`config.mk`:
```
export PLATFORM = sky130hd
export DESIGN_NAME = main_sequencer
export DESIGN_NICKNAME = d
export VERILOG_FILES = /design/src/rtl/main_seq_pkg.sv /design/src/rtl/main_sequencer_upd_timer.sv /design/src/rtl/main_sequencer.sv
export SDC_FILE = /design/constraint.sdc
export NUM_CORES = 1
export LEC_CHECK = 0
export ABC_AREA = 1
export BUFFER_PORTS_ARGS = -buffer_cell sky130_fd_sc_hd__buf_2
export CAP_MARGIN = 25
export CORE_ASPECT_RATIO = 0.6
export CORE_MARGIN = 5
export CORE_UTILIZATION = 30
export CTS_BUF_LIST = sky130_fd_sc_hd__clkbuf_8
export CTS_CLUSTER_SIZE = 40
export DETAILED_ROUTE_END_ITERATION = 8
export PLACE_DENSITY = 0.58
export SLEW_MARGIN = 10
export SYNTH_ARGS = -nofsm -noshare
export SYNTH_HDL_FRONTEND = slang
export SYNTH_SLANG_ARGS = --single-unit
```
`constraint.sdc`:
```
create_clock -name core_clk -period 1.8 [get_ports core_clk]
set_input_delay 0.09 -clock core_clk [delete_from_list [all_inputs] [get_ports core_clk]]
set_output_delay 0.09 -clock core_clk [all_outputs]
set_load 0.1 [all_outputs]
```
`src/rtl/main_seq_pkg.sv`:
```
// Shared types and encodings for the DDRx main sequencer and its helpers.
package main_seq_pkg;

    typedef enum logic [3:0] {
        ST_RESET    = 4'd0,
        ST_INIT_DFI = 4'd1,
        ST_INIT_DDR = 4'd2,
        ST_CALI     = 4'd3,
        ST_IDLE     = 4'd4,
        ST_DRAIN    = 4'd5,
        ST_PHYUPD   = 4'd6,
        ST_CTRLUPD  = 4'd7,
        ST_ERROR    = 4'd8
    } state_t;

    typedef enum logic [1:0] {
        TGT_PHYUPD  = 2'd0,
        TGT_CALI    = 2'd1,
        TGT_CTRLUPD = 2'd2
    } drain_tgt_t;

    localparam logic [1:0] SEL_NONE = 2'b00;
    localparam logic [1:0] SEL_INIT = 2'b01;
    localparam logic [1:0] SEL_CALI = 2'b10;
    localparam logic [1:0] SEL_TRAN = 2'b11;

    localparam logic [1:0] DFI_FREQ_RATIO_1TO4 = 2'b11;

    // DFI bus owner for each state; the transaction engine keeps the bus while draining.
    function automatic logic [1:0] sel_for(input state_t s);
        logic [1:0] sel;
        case (s)
            ST_INIT_DDR:        sel = SEL_INIT;
            ST_CALI:            sel = SEL_CALI;
            ST_IDLE, ST_DRAIN:  sel = SEL_TRAN;
            default:            sel = SEL_NONE;
        endcase
        return sel;
    endfunction

endpackage

```
`src/rtl/main_sequencer_upd_timer.sv`:
```
// Saturating interval counter that paces controller-initiated DFI updates.
module upd_timer #(
    parameter int INTERVAL = 4096
) (
    input  logic clk,
    input  logic rst_n,
    input  logic clear,
    input  logic enable,
    output logic expired
);

    localparam int CW = (INTERVAL > 0) ? $clog2(INTERVAL + 1) : 1;
    localparam logic [CW-1:0] LIMIT = CW'(INTERVAL);

    logic [CW-1:0] count;

    always_ff @(posedge clk) begin
        if (!rst_n || clear) begin
            count <= '0;
        end else if (enable && count != LIMIT) begin
            count <= count + 1'b1;
        end
    end

    // An interval of zero leaves the counter parked at zero and never fires.
    assign expired = (INTERVAL != 0) && (count == LIMIT);

endmodule

```
`src/rtl/main_sequencer.sv`:
```
// DFI/DRAM bring-up, per-rank calibration with retries, and DFI bus arbitration.
// Define MAIN_SEQ_WATCHDOG_EN to add a per-state timeout that forces ERROR.
module main_sequencer
    import main_seq_pkg::*;
#(
    parameter int NUM_RANKS        = 1,
    parameter int NUM_BYTES        = 8,
    parameter int CTRLUPD_INTERVAL = 4096,
    parameter int CALI_RETRIES     = 2,
    parameter int TIMEOUT_CYCLES   = 65536
) (
    input  logic                         core_clk,
    input  logic                         core_arstn,
    input  logic                         r_empty,
    output logic                         ddr_init_start,
    input  logic                         ddr_init_done,
    output logic                         cali_start,
    output logic [$clog2(NUM_RANKS):0]   cali_rank,
    input  logic                         cali_done,
    input  logic                         cali_fail,
    output logic                         tran_start,
    input  logic                         tran_done,
    output logic [1:0]                   sel,
    output logic                         dfi_init_start,
    input  logic                         dfi_init_complete,
    output logic [1:0]                   dfi_freq_ratio,
    output logic [NUM_BYTES-1:0]         dfi_data_byte_disable,
    output logic [NUM_RANKS-1:0]         dfi_dram_clk_disable,
    output logic                         dfi_ctrlupd_req,
    input  logic                         dfi_ctrlupd_ack,
    input  logic                         dfi_phyupd_req,
    output logic                         dfi_phyupd_ack,
    input  logic                         dfi_rdlvl_req,
    input  logic                         dfi_wrlvl_req,
    output logic                         err,
    output logic [3:0]                   state_o
);

    localparam int RKW = $clog2(NUM_RANKS) + 1;
    localparam int RTW = (CALI_RETRIES > 0) ? $clog2(CALI_RETRIES + 1) : 1;
    localparam logic [RKW-1:0] LAST_RANK = RKW'(NUM_RANKS - 1);
    localparam logic [RTW-1:0] RETRY_MAX = RTW'(CALI_RETRIES);

    state_t         state, next_state;
    drain_tgt_t     tgt, next_tgt;
    logic [RKW-1:0] rank, next_rank;
    logic [RTW-1:0] retry, next_retry;
    logic           cali_pulse;
    logic           ack_seen, upd_held;
    logic           timer_clear, timer_en, timer_expired;
    logic           wd_hit;

    assign timer_en    = (state == ST_IDLE) || (state == ST_DRAIN);
    assign timer_clear = ((state == ST_CTRLUPD) && (next_state != ST_CTRLUPD)) ||
                         ((state == ST_CALI) && (next_state == ST_IDLE));

    upd_timer #(.INTERVAL(CTRLUPD_INTERVAL)) u_upd_timer (
        .clk     (core_clk),
        .rst_n   (core_arstn),
        .clear   (timer_clear),
        .enable  (timer_en),
        .expired (timer_expired)
    );

    always_comb begin
        next_state = state;
        next_tgt   = tgt;
        next_rank  = rank;
        next_retry = retry;
        cali_pulse = 1'b0;
        case (state)
            ST_RESET:    next_state = ST_INIT_DFI;
            ST_INIT_DFI: if (dfi_init_complete) next_state = ST_INIT_DDR;
            ST_INIT_DDR: begin
                if (ddr_init_done) begin
                    next_state = ST_CALI;
                    next_rank  = '0;
                    next_retry = '0;
                    cali_pulse = 1'b1;
                end
            end
            ST_CALI: begin
                if (cali_done) begin
                    if (!cali_fail) begin
                        if (rank == LAST_RANK) begin
                            next_state = ST_IDLE;
                        end else begin
                            next_rank  = rank + 1'b1;
                            next_retry = '0;
                            cali_pulse = 1'b1;
                        end
                    end else if (retry < RETRY_MAX) begin
                        next_retry = retry + 1'b1;
                        cali_pulse = 1'b1;
                    end else begin
                        next_state = ST_ERROR;
                    end
                end
            end
            ST_IDLE: begin
                if (dfi_phyupd_req) begin
                    next_state = ST_DRAIN;
                    next_tgt   = TGT_PHYUPD;
                end else if (dfi_rdlvl_req || dfi_wrlvl_req) begin
                    next_state = ST_DRAIN;
                    next_tgt   = TGT_CALI;
                end else if (timer_expired) begin
                    next_state = ST_DRAIN;
                    next_tgt   = TGT_CTRLUPD;
                end
            end
            ST_DRAIN: begin
                // A withdrawn PHY request is abandoned before any ack is given.
                if (tgt == TGT_PHYUPD && !dfi_phyupd_req) begin
                    next_state = ST_IDLE;
                end else if (tran_done && r_empty) begin
                    case (tgt)
                        TGT_PHYUPD:  next_state = ST_PHYUPD;
                        TGT_CALI: begin
                            next_state = ST_CALI;
                            next_rank  = '0;
                            next_retry = '0;
                            cali_pulse = 1'b1;
                        end
                        default:     next_state = ST_CTRLUPD;
                    endcase
                end
            end
            // Traffic is already drained, so a pending ctrlupd goes straight out.
            ST_PHYUPD: begin
                if (!dfi_phyupd_req) next_state = timer_expired ? ST_CTRLUPD : ST_IDLE;
            end
            ST_CTRLUPD: begin
                if ((ack_seen || dfi_ctrlupd_ack) && upd_held) next_state = ST_IDLE;
            end
            ST_ERROR:    next_state = ST_ERROR;
            default:     next_state = ST_ERROR;
        endcase
        if (wd_hit) begin
            next_state = ST_ERROR;
            cali_pulse = 1'b0;
        end
    end

`ifdef MAIN_SEQ_WATCHDOG_EN
    localparam int WDW = $clog2(TIMEOUT_CYCLES + 1);
    logic [WDW-1:0] wd_count;
    logic           wd_watch;

    assign wd_watch = state inside {ST_INIT_DFI, ST_INIT_DDR, ST_CALI, ST_DRAIN, ST_CTRLUPD};
    assign wd_hit   = wd_watch && (wd_count == WDW'(TIMEOUT_CYCLES - 1));

    always_ff @(posedge core_clk) begin
        if (!core_arstn || next_state != state) begin
            wd_count <= '0;
        end else if (wd_watch) begin
            wd_count <= wd_count + 1'b1;
        end
    end
`else
    assign wd_hit = 1'b0;
`endif

    // Outputs are decoded from next_state so they line up with the state they belong to.
    always_ff @(posedge core_clk) begin
        if (!core_arstn) begin
            state                <= ST_RESET;
            tgt                  <= TGT_PHYUPD;
            rank                 <= '0;
            retry                <= '0;
            ack_seen             <= 1'b0;
            upd_held             <= 1'b0;
            dfi_init_start       <= 1'b0;
            ddr_init_start       <= 1'b0;
            cali_start           <= 1'b0;
            tran_start           <= 1'b0;
            sel                  <= SEL_NONE;
            dfi_dram_clk_disable <= '1;
            dfi_ctrlupd_req      <= 1'b0;
            dfi_phyupd_ack       <= 1'b0;
            err                  <= 1'b0;
        end else begin
            state <= next_state;
            tgt   <= next_tgt;
            rank  <= next_rank;
            retry <= next_retry;
            if (state != ST_CTRLUPD) begin
                ack_seen <= 1'b0;
                upd_held <= 1'b0;
            end else begin
                ack_seen <= ack_seen | dfi_ctrlupd_ack;
                upd_held <= 1'b1;
            end
            dfi_init_start       <= (next_state == ST_INIT_DFI);
            ddr_init_start       <= (next_state == ST_INIT_DDR);
            cali_start           <= cali_pulse;
            tran_start           <= (next_state == ST_IDLE);
            sel                  <= sel_for(next_state);
            dfi_dram_clk_disable <= '0;
            dfi_ctrlupd_req      <= (next_state == ST_CTRLUPD);
            dfi_phyupd_ack       <= (next_state == ST_PHYUPD);
            err                  <= (next_state == ST_ERROR);
        end
    end

    assign cali_rank             = rank;
    assign state_o               = state;
    assign dfi_freq_ratio        = DFI_FREQ_RATIO_1TO4;
    assign dfi_data_byte_disable = '0;

endmodule

```
# [After elaboration in Yosys (flattened, before gate mapping)]
# Index checks and enable logic that the tools add are counted.
[op_classes] order_cmp=1 mux=48 bitwise=2 n_eq_ne=28 reduce_logical=22 n_addsub=3
[ops] op="2-to-1 mux 4 bit" count=13
[ops] op="equality test 4 x 3 -> 1 bit, second input constant" count=8
[ops] op="one-hot mux 4 bit (8 select lines)" count=1
[ops] op="2-to-1 mux 2 bit" count=12
[ops] op="2-to-1 mux 1 bit" count=17
[ops] op="equality test 4 x 2 -> 1 bit, second input constant" count=4
[ops] op="adder 13 x 1 -> 13 bit, second input constant" count=1
[ops] op="equality test 13 bit, second input constant" count=1
[ops] op="inequality test 13 bit, second input constant" count=1
[ops] op="one-hot mux 2 bit (3 select lines)" count=2
[ops] op="equality test 4 x 1 -> 1 bit, second input constant" count=2
[ops] op="inequality test 2 bit, second input constant" count=4
[ops] op="inequality test 4 x 3 -> 1 bit, second input constant" count=2
[ops] op="AND reduction 8 bit" count=1
[ops] op="AND reduction 7 bit" count=1
[ops] op="logical AND 1 bit" count=6
[ops] op="one-hot mux 1 bit (3 select lines)" count=2
[ops] op="one-hot mux 3 bit (2 select lines)" count=1
[ops] op="nonzero test 3 bit" count=2
[ops] op="logical OR 1 bit" count=5
[ops] op="equality test 4 bit, second input constant" count=1
[ops] op="logical NOT 4 bit" count=1
[ops] op="inequality test 2 x 1 -> 1 bit, second input constant" count=2
[ops] op="OR reduction 2 bit" count=2
[ops] op="11 further kinds" count=12
[totals] input_bits=12 wordCells=120 reg_bits=34

# [Logic depth before layout (Yosys ltp)]
[depth] depth_word=9 ltp_mapped=14 ltp_nobuf=13

# [By module]
# A second synthesis with hierarchy kept.
[unflattened] hier_cells=301 hier_area_um2=1971.9
[by_module_without_submodules] module="main_sequencer" area_per_inst_um2=1063.5 seq_area_each_um2=400.4 instances=1 cells_each=161
[by_module_without_submodules] module="upd_timer" area_per_inst_um2=908.4 seq_area_each_um2=260.2 instances=1 cells_each=140

# [Worst setup path after synthesis]
# OpenSTA, ideal clock, no wires.
[synth_timing] kind="register to register" startpoint="reg state[1] (netlist: state_o[1])" endpoint="reg u_upd_timer.count[1]" stages_incl_launch_ff=15 path_slack_ns=-0.511 t_arrival_ns=2.250 t_required_ns=1.739 cell_sequence="dfxtp_1 -> buf_4 -> nand2_2 -> nor2_2 -> nand2_1 -> nand2_1 -> nor2_1 -> nand2_1 -> nor2_2 -> nand2_4 -> nand3_2 -> nand2_2 -> nand2_4 -> buf_12 -> nor2_4"
[synth_between] elab_chain_cells=8 word_cells_on_any_way=30 classes_between="9 x eq/ne; 14 x mux; 7 x reduce/logical"
[synth_rtl] item="start: declaration" line="main_sequencer.sv:44" source="state_t state, next_state;"
[synth_rtl] item="start signal: assignment" line="main_sequencer.sv:183" source="state <= next_state;"
[synth_rtl] item="2-to-1 mux 4 bit (on tied branches)" line="main_sequencer.sv:107, main_sequencer.sv:85, main_sequencer.sv:92"
[synth_rtl] item="2-to-1 mux 4 bit (on tied branches)" line="main_sequencer.sv:104, main_sequencer.sv:84"
[synth_rtl] item="2-to-1 mux 4 bit (on tied branches)" line="main_sequencer.sv:101, main_sequencer.sv:83"
[synth_rtl] item="one-hot mux 4 bit (8 select lines)" line="main_sequencer.sv:71" source="case (state)"
[synth_rtl] item="inequality test 4 x 3 -> 1 bit or equality test 4 x 3 -> 1 bit (tied branches)" line="main_sequencer.sv:54, main_sequencer.sv:55"
[synth_rtl] item="logical AND 1 bit (on tied branches)" line="main_sequencer.sv:54, main_sequencer.sv:55"
[synth_rtl] item="logical OR 1 bit" line="main_sequencer.sv:54" source="assign timer_clear = ((state == ST_CTRLUPD) && (next_state != ST_CTRLUPD)) ||"
[synth_rtl] item="logical OR 1 bit" line="main_sequencer_upd_timer.sv:18" source="if (!rst_n || clear) begin"
[synth_rtl] item="end signal: assignment" line="main_sequencer_upd_timer.sv:21" source="count <= count + 1'b1;"
[synth_rtl] item="end: declaration" line="main_sequencer_upd_timer.sv:15" source="logic [CW-1:0] count;"
# Parallel ways exist; a longest one is shown, timed or not.
# A chain may end at the register's enable or synchronous reset.

# [Worst setup path in the final report]
[layout_timing] startpoint="reg u_upd_timer.count[1]" endpoint="reg u_upd_timer.count[2]"
[layout_between] elab_chain_cells=9 word_cells_on_any_way=16 classes_between="1 x add/sub; 4 x eq/ne; 6 x mux; 5 x reduce/logical"
[layout_rtl] item="equality test 13 bit" line="main_sequencer_upd_timer.sv:26" source="assign expired = (INTERVAL != 0) && (count == LIMIT);"
[layout_rtl] item="2-to-1 mux 4 bit" line="main_sequencer.sv:107" source="end else if (timer_expired) begin"
[layout_rtl] item="2-to-1 mux 4 bit" line="main_sequencer.sv:104" source="end else if (dfi_rdlvl_req || dfi_wrlvl_req) begin"
[layout_rtl] item="2-to-1 mux 4 bit" line="main_sequencer.sv:101" source="if (dfi_phyupd_req) begin"
[layout_rtl] item="one-hot mux 4 bit (8 select lines)" line="main_sequencer.sv:71"
[layout_rtl] item="inequality test 4 x 3 -> 1 bit or equality test 4 x 3 -> 1 bit (tied branches)" line="main_sequencer.sv:54, main_sequencer.sv:55"
[layout_rtl] item="logical AND 1 bit (on tied branches)" line="main_sequencer.sv:54, main_sequencer.sv:55"
[layout_rtl] item="logical OR 1 bit" line="main_sequencer.sv:54"
[layout_rtl] item="logical OR 1 bit" line="main_sequencer_upd_timer.sv:18"
# Parallel ways exist; a longest one is shown, timed or not.

==> results.cfg <==
[status]
status = finished, final reports clean

[yosys]
synth_seq_cells = 33
ys_seq_area_frac = 0.342
synth.distinct_cells = 30
synth_warnings = 0
avgSynthCellArea_um2 = 7.08
postSynthCellCount = 273
netlist_area_um2 = 1930

[worst_hold_path]
min-delay-start = dfi_ctrlupd_ack
hold_path_depth = 2
whs_endpoint = ack_seen$_SDFF_PP0_
holdCritPathClass = in -> reg

[critical_path]
crit_type = reg -> reg
critical-path-max-stage-delay_ns = 0.33
critical_path.most_common_cell = nand2_2
crit_start = u_upd_timer.count[1]$_SDFFE_PP0P_
cp-start-kind = flop
crit_path_max_fanout = 6
r2r_end = u_upd_timer.count[2]$_SDFFE_PP0P_
required_ns = 2.02
path_cells = inv_2 > ha_4 > nand2_4 > nor3_4 > nand2_1 > nand2_2 > clkinvlp_4 > buf_6 > nand2_2 > xor2_1 > inv_1 > nor2_4
r2r_slack_ns = 0.03
critical_path_arrival_ns = 1.99
crit_family = simple AND/OR/NAND/NOR gates
r2r_cells = 12
crit_slowest_cell = dfxtp_2
regToRegStartpoint = u_upd_timer.count[1]$_SDFFE_PP0P_
end_kind = flop
path_buf_inv = 4

[timing]
skew_ns = 0.00466
tightest_slew_ns = 0.872
period_minus_slack_ns = 1.77
rsz0062_at_grt = true
finalMaxSlewViolations = 0
max_freq_mhz = 564
setup_violations = 0
post-route-period-util = 0.984
fin_hold_ws_ns = 0.0395
hold_viol = 0
setup_slack_ns = 0.0284
timing.slew.headroom = 0.418

[clock_tree]
cts_root_buf = clkbuf_8
cts_max_path_buffers = 2
cts_max_level = 2
cts_tree = built
cts.clk_slew.worst_paths_ns = 0.07
cts_sinks = 33
cts_hold_buf = 0
clock_latency_ns = 0.28
cts_buffers = 5

[layout]
layout_commonest_cell = nand2_1
fillers = 647
layout-drive-gt1-share = 0.322
diodes = 0
syn_to_final_growth_pct = 26.8
mostFrequentLayoutCells = 53 x nand2_1, 37 x inv_1, 31 x nor2_1
nets = 330
design_area_um2 = 2450
fin_cells = 401

[drt]
routed_via_density = 4.16
drcViolationCount = 0
wirelength_mm = 4.66
drt-pass1-iter-count = 4
wl_per_cell_um = 11.6
ant_nets = 0
vias = 1670
drt_iter0_drc = 124

[place]
gp_congestion = 0.885
portBuffers = 25
place_ws_ns = 0.0284
place_inst = 384
hpwl_mm = 3.40
placed_area_um2 = 2150

[floorplan]
row_count = 22
start_util = 0.312
io_pins = 37
dieArea_um2 = 8200
die_w_um = 114
core-area_um2 = 6190
die_y_um = 72.2

[power_and_ir_drop]
p_leak_nw = 1.05
vdd_drop_max_mv = 0.714
power_density_nw_per_um2 = 822

[grt]
grt_overflow = 0
globalRouteTotalUtil = 0.111
grt_pass1_vias = 1500
antenna_found_initial = 0
grt_max_degree = 14
grt_pass1_wl_mm = 7.29

[run]
drv_cap = 0
[layer usage]
layer | share of wire | vias to the layer above | track usage
met2 | 0.38 | 44 | 0.134
met5 | 0 | - | 0
met1 | 0.55 | 719 | 0.184
met3 | 0.074 | 2 | 0.0300
li1 | - | 905 | -
met4 | 0.0028 | 0 | 0.0280
[sequential cells by signal, indices dropped and copies added (netlist names)]
register	flops
ddr_init_start	1
ack_seen	1
dfi_dram_clk_disable	1
tgt	2
dfi_phyupd_ack	1
dfi_ctrlupd_req	1
upd_held	1
err	1
cali_start	1
retry	2
u_upd_timer.count	13
dfi_init_start	1
sel	2
state_o	4
tran_start	1
[repair_timing]
action / CTS / global route
resized for setup: 0 / 37
setup endpoints to repair: 0 / 13
setup buffers: 0 / 8
[how the worst max path moves through the flow]
| stage | endpoint | slack [ns] | cells after the start |
|---|---|---|---|
| floorplan | u_upd_timer.count[1]$_SDFFE_PP0P_ | 0.03 | 14 |
| global placement | u_upd_timer.count[10]$_SDFFE_PP0P_ | 0.07 | 12 |
| detailed placement | u_upd_timer.count[11]$_SDFFE_PP0P_ | 0.03 | 12 |
| CTS | u_upd_timer.count[0]$_SDFFE_PP0P_ | 0.01 | 12 |
| global route | u_upd_timer.count[8]$_SDFFE_PP0P_ | -0.09 | 13 |
| finish | u_upd_timer.count[2]$_SDFFE_PP0P_ | 0.03 | 12 |
[cells in the mapped netlist]
master	instances	area, µm²
xnor2_1	1	8.76
nor2_4	11	124
conb_1	2	7.51
inv_2	4	15.0
o21ai_0	8	40.0
nand4_1	2	12.5
nand2_1	57	214
o31ai_1	1	7.51
nor2_1	34	128
nor2_2	4	25.0
o22ai_1	2	12.5
buf_4	12	90.1
inv_1	40	150
buf_2	1	5.00
nand3b_1	1	7.51
a21oi_1	5	25.0
nor4_1	1	6.26
dfxtp_1	33	661
nand3_2	1	10.0
nor3_2	3	30.0
nand3_1	14	70.1
xor2_1	10	87.6
nor3_1	10	50.1
o21ai_1	1	5.00
o21a_1	2	15.0
buf_12	1	20.0
clkbuf_1	1	3.75
nand2_2	5	31.3
ha_1	2	25.0
nand2_4	4	45.0
[kinds of logic (layout without fill, tap and decap cells)]
logic type	after synthesis	after routing	share of synthesized area
and+or+nand+nor	147	148	0.390
adders and majority gates	2	2	0.0130
buffers and inverters	59	93	0.147
xor gates and xnor gates	11	11	0.0499
other	2	11	0.00389
AOI/OAI and AO/OA	19	19	0.0544
DFF	33	33	0.342
[report_power, final]
group / switching [mW] / internal, mW
combinational: 0.440 / 0.121
clock: 0.265 / 0.403
sequential: 0.0268 / 0.757
[final cells by class]
class,count,area [µm²],area share
repair buffers,41,273,0.111
well taps,84,105,0.0429
multi-input cells,191,1120,0.457
flip-flops and latches,33,678,0.277
clock inverters,3,37.5,0.0153
inverters,44,169,0.0689
clock buffers,5,68.8,0.0281
[worst reg2reg max path: cells and delay by family, from the launching register on]
kind	cells	cell delay, ns
and+or+nand+nor	6	0.58
adders and majority gates	1	0.15
buffers and inverters	4	0.51
DFF	1	0.33
xor gates and xnor gates	1	0.15
[per-stage QoR]
| step | setup TNS (ns) | total power, mW | utilization |
|---|---|---|---|
| 2_1_floorplan | 0 | 1.25 | - |
| 3_3_place_gp | 0 | 1.30 | 0.347 |
| 3_5_place_dp | 0 | 1.30 | 0.347 |
| 4_1_cts | 0 | 1.97 | 0.365 |
| 5_1_grt | -0.873 | 2.10 | 0.396 |
| 6_report | 0 | 2.01 | 0.396 |
No activity file was read; power rests on OpenSTA's default activity.
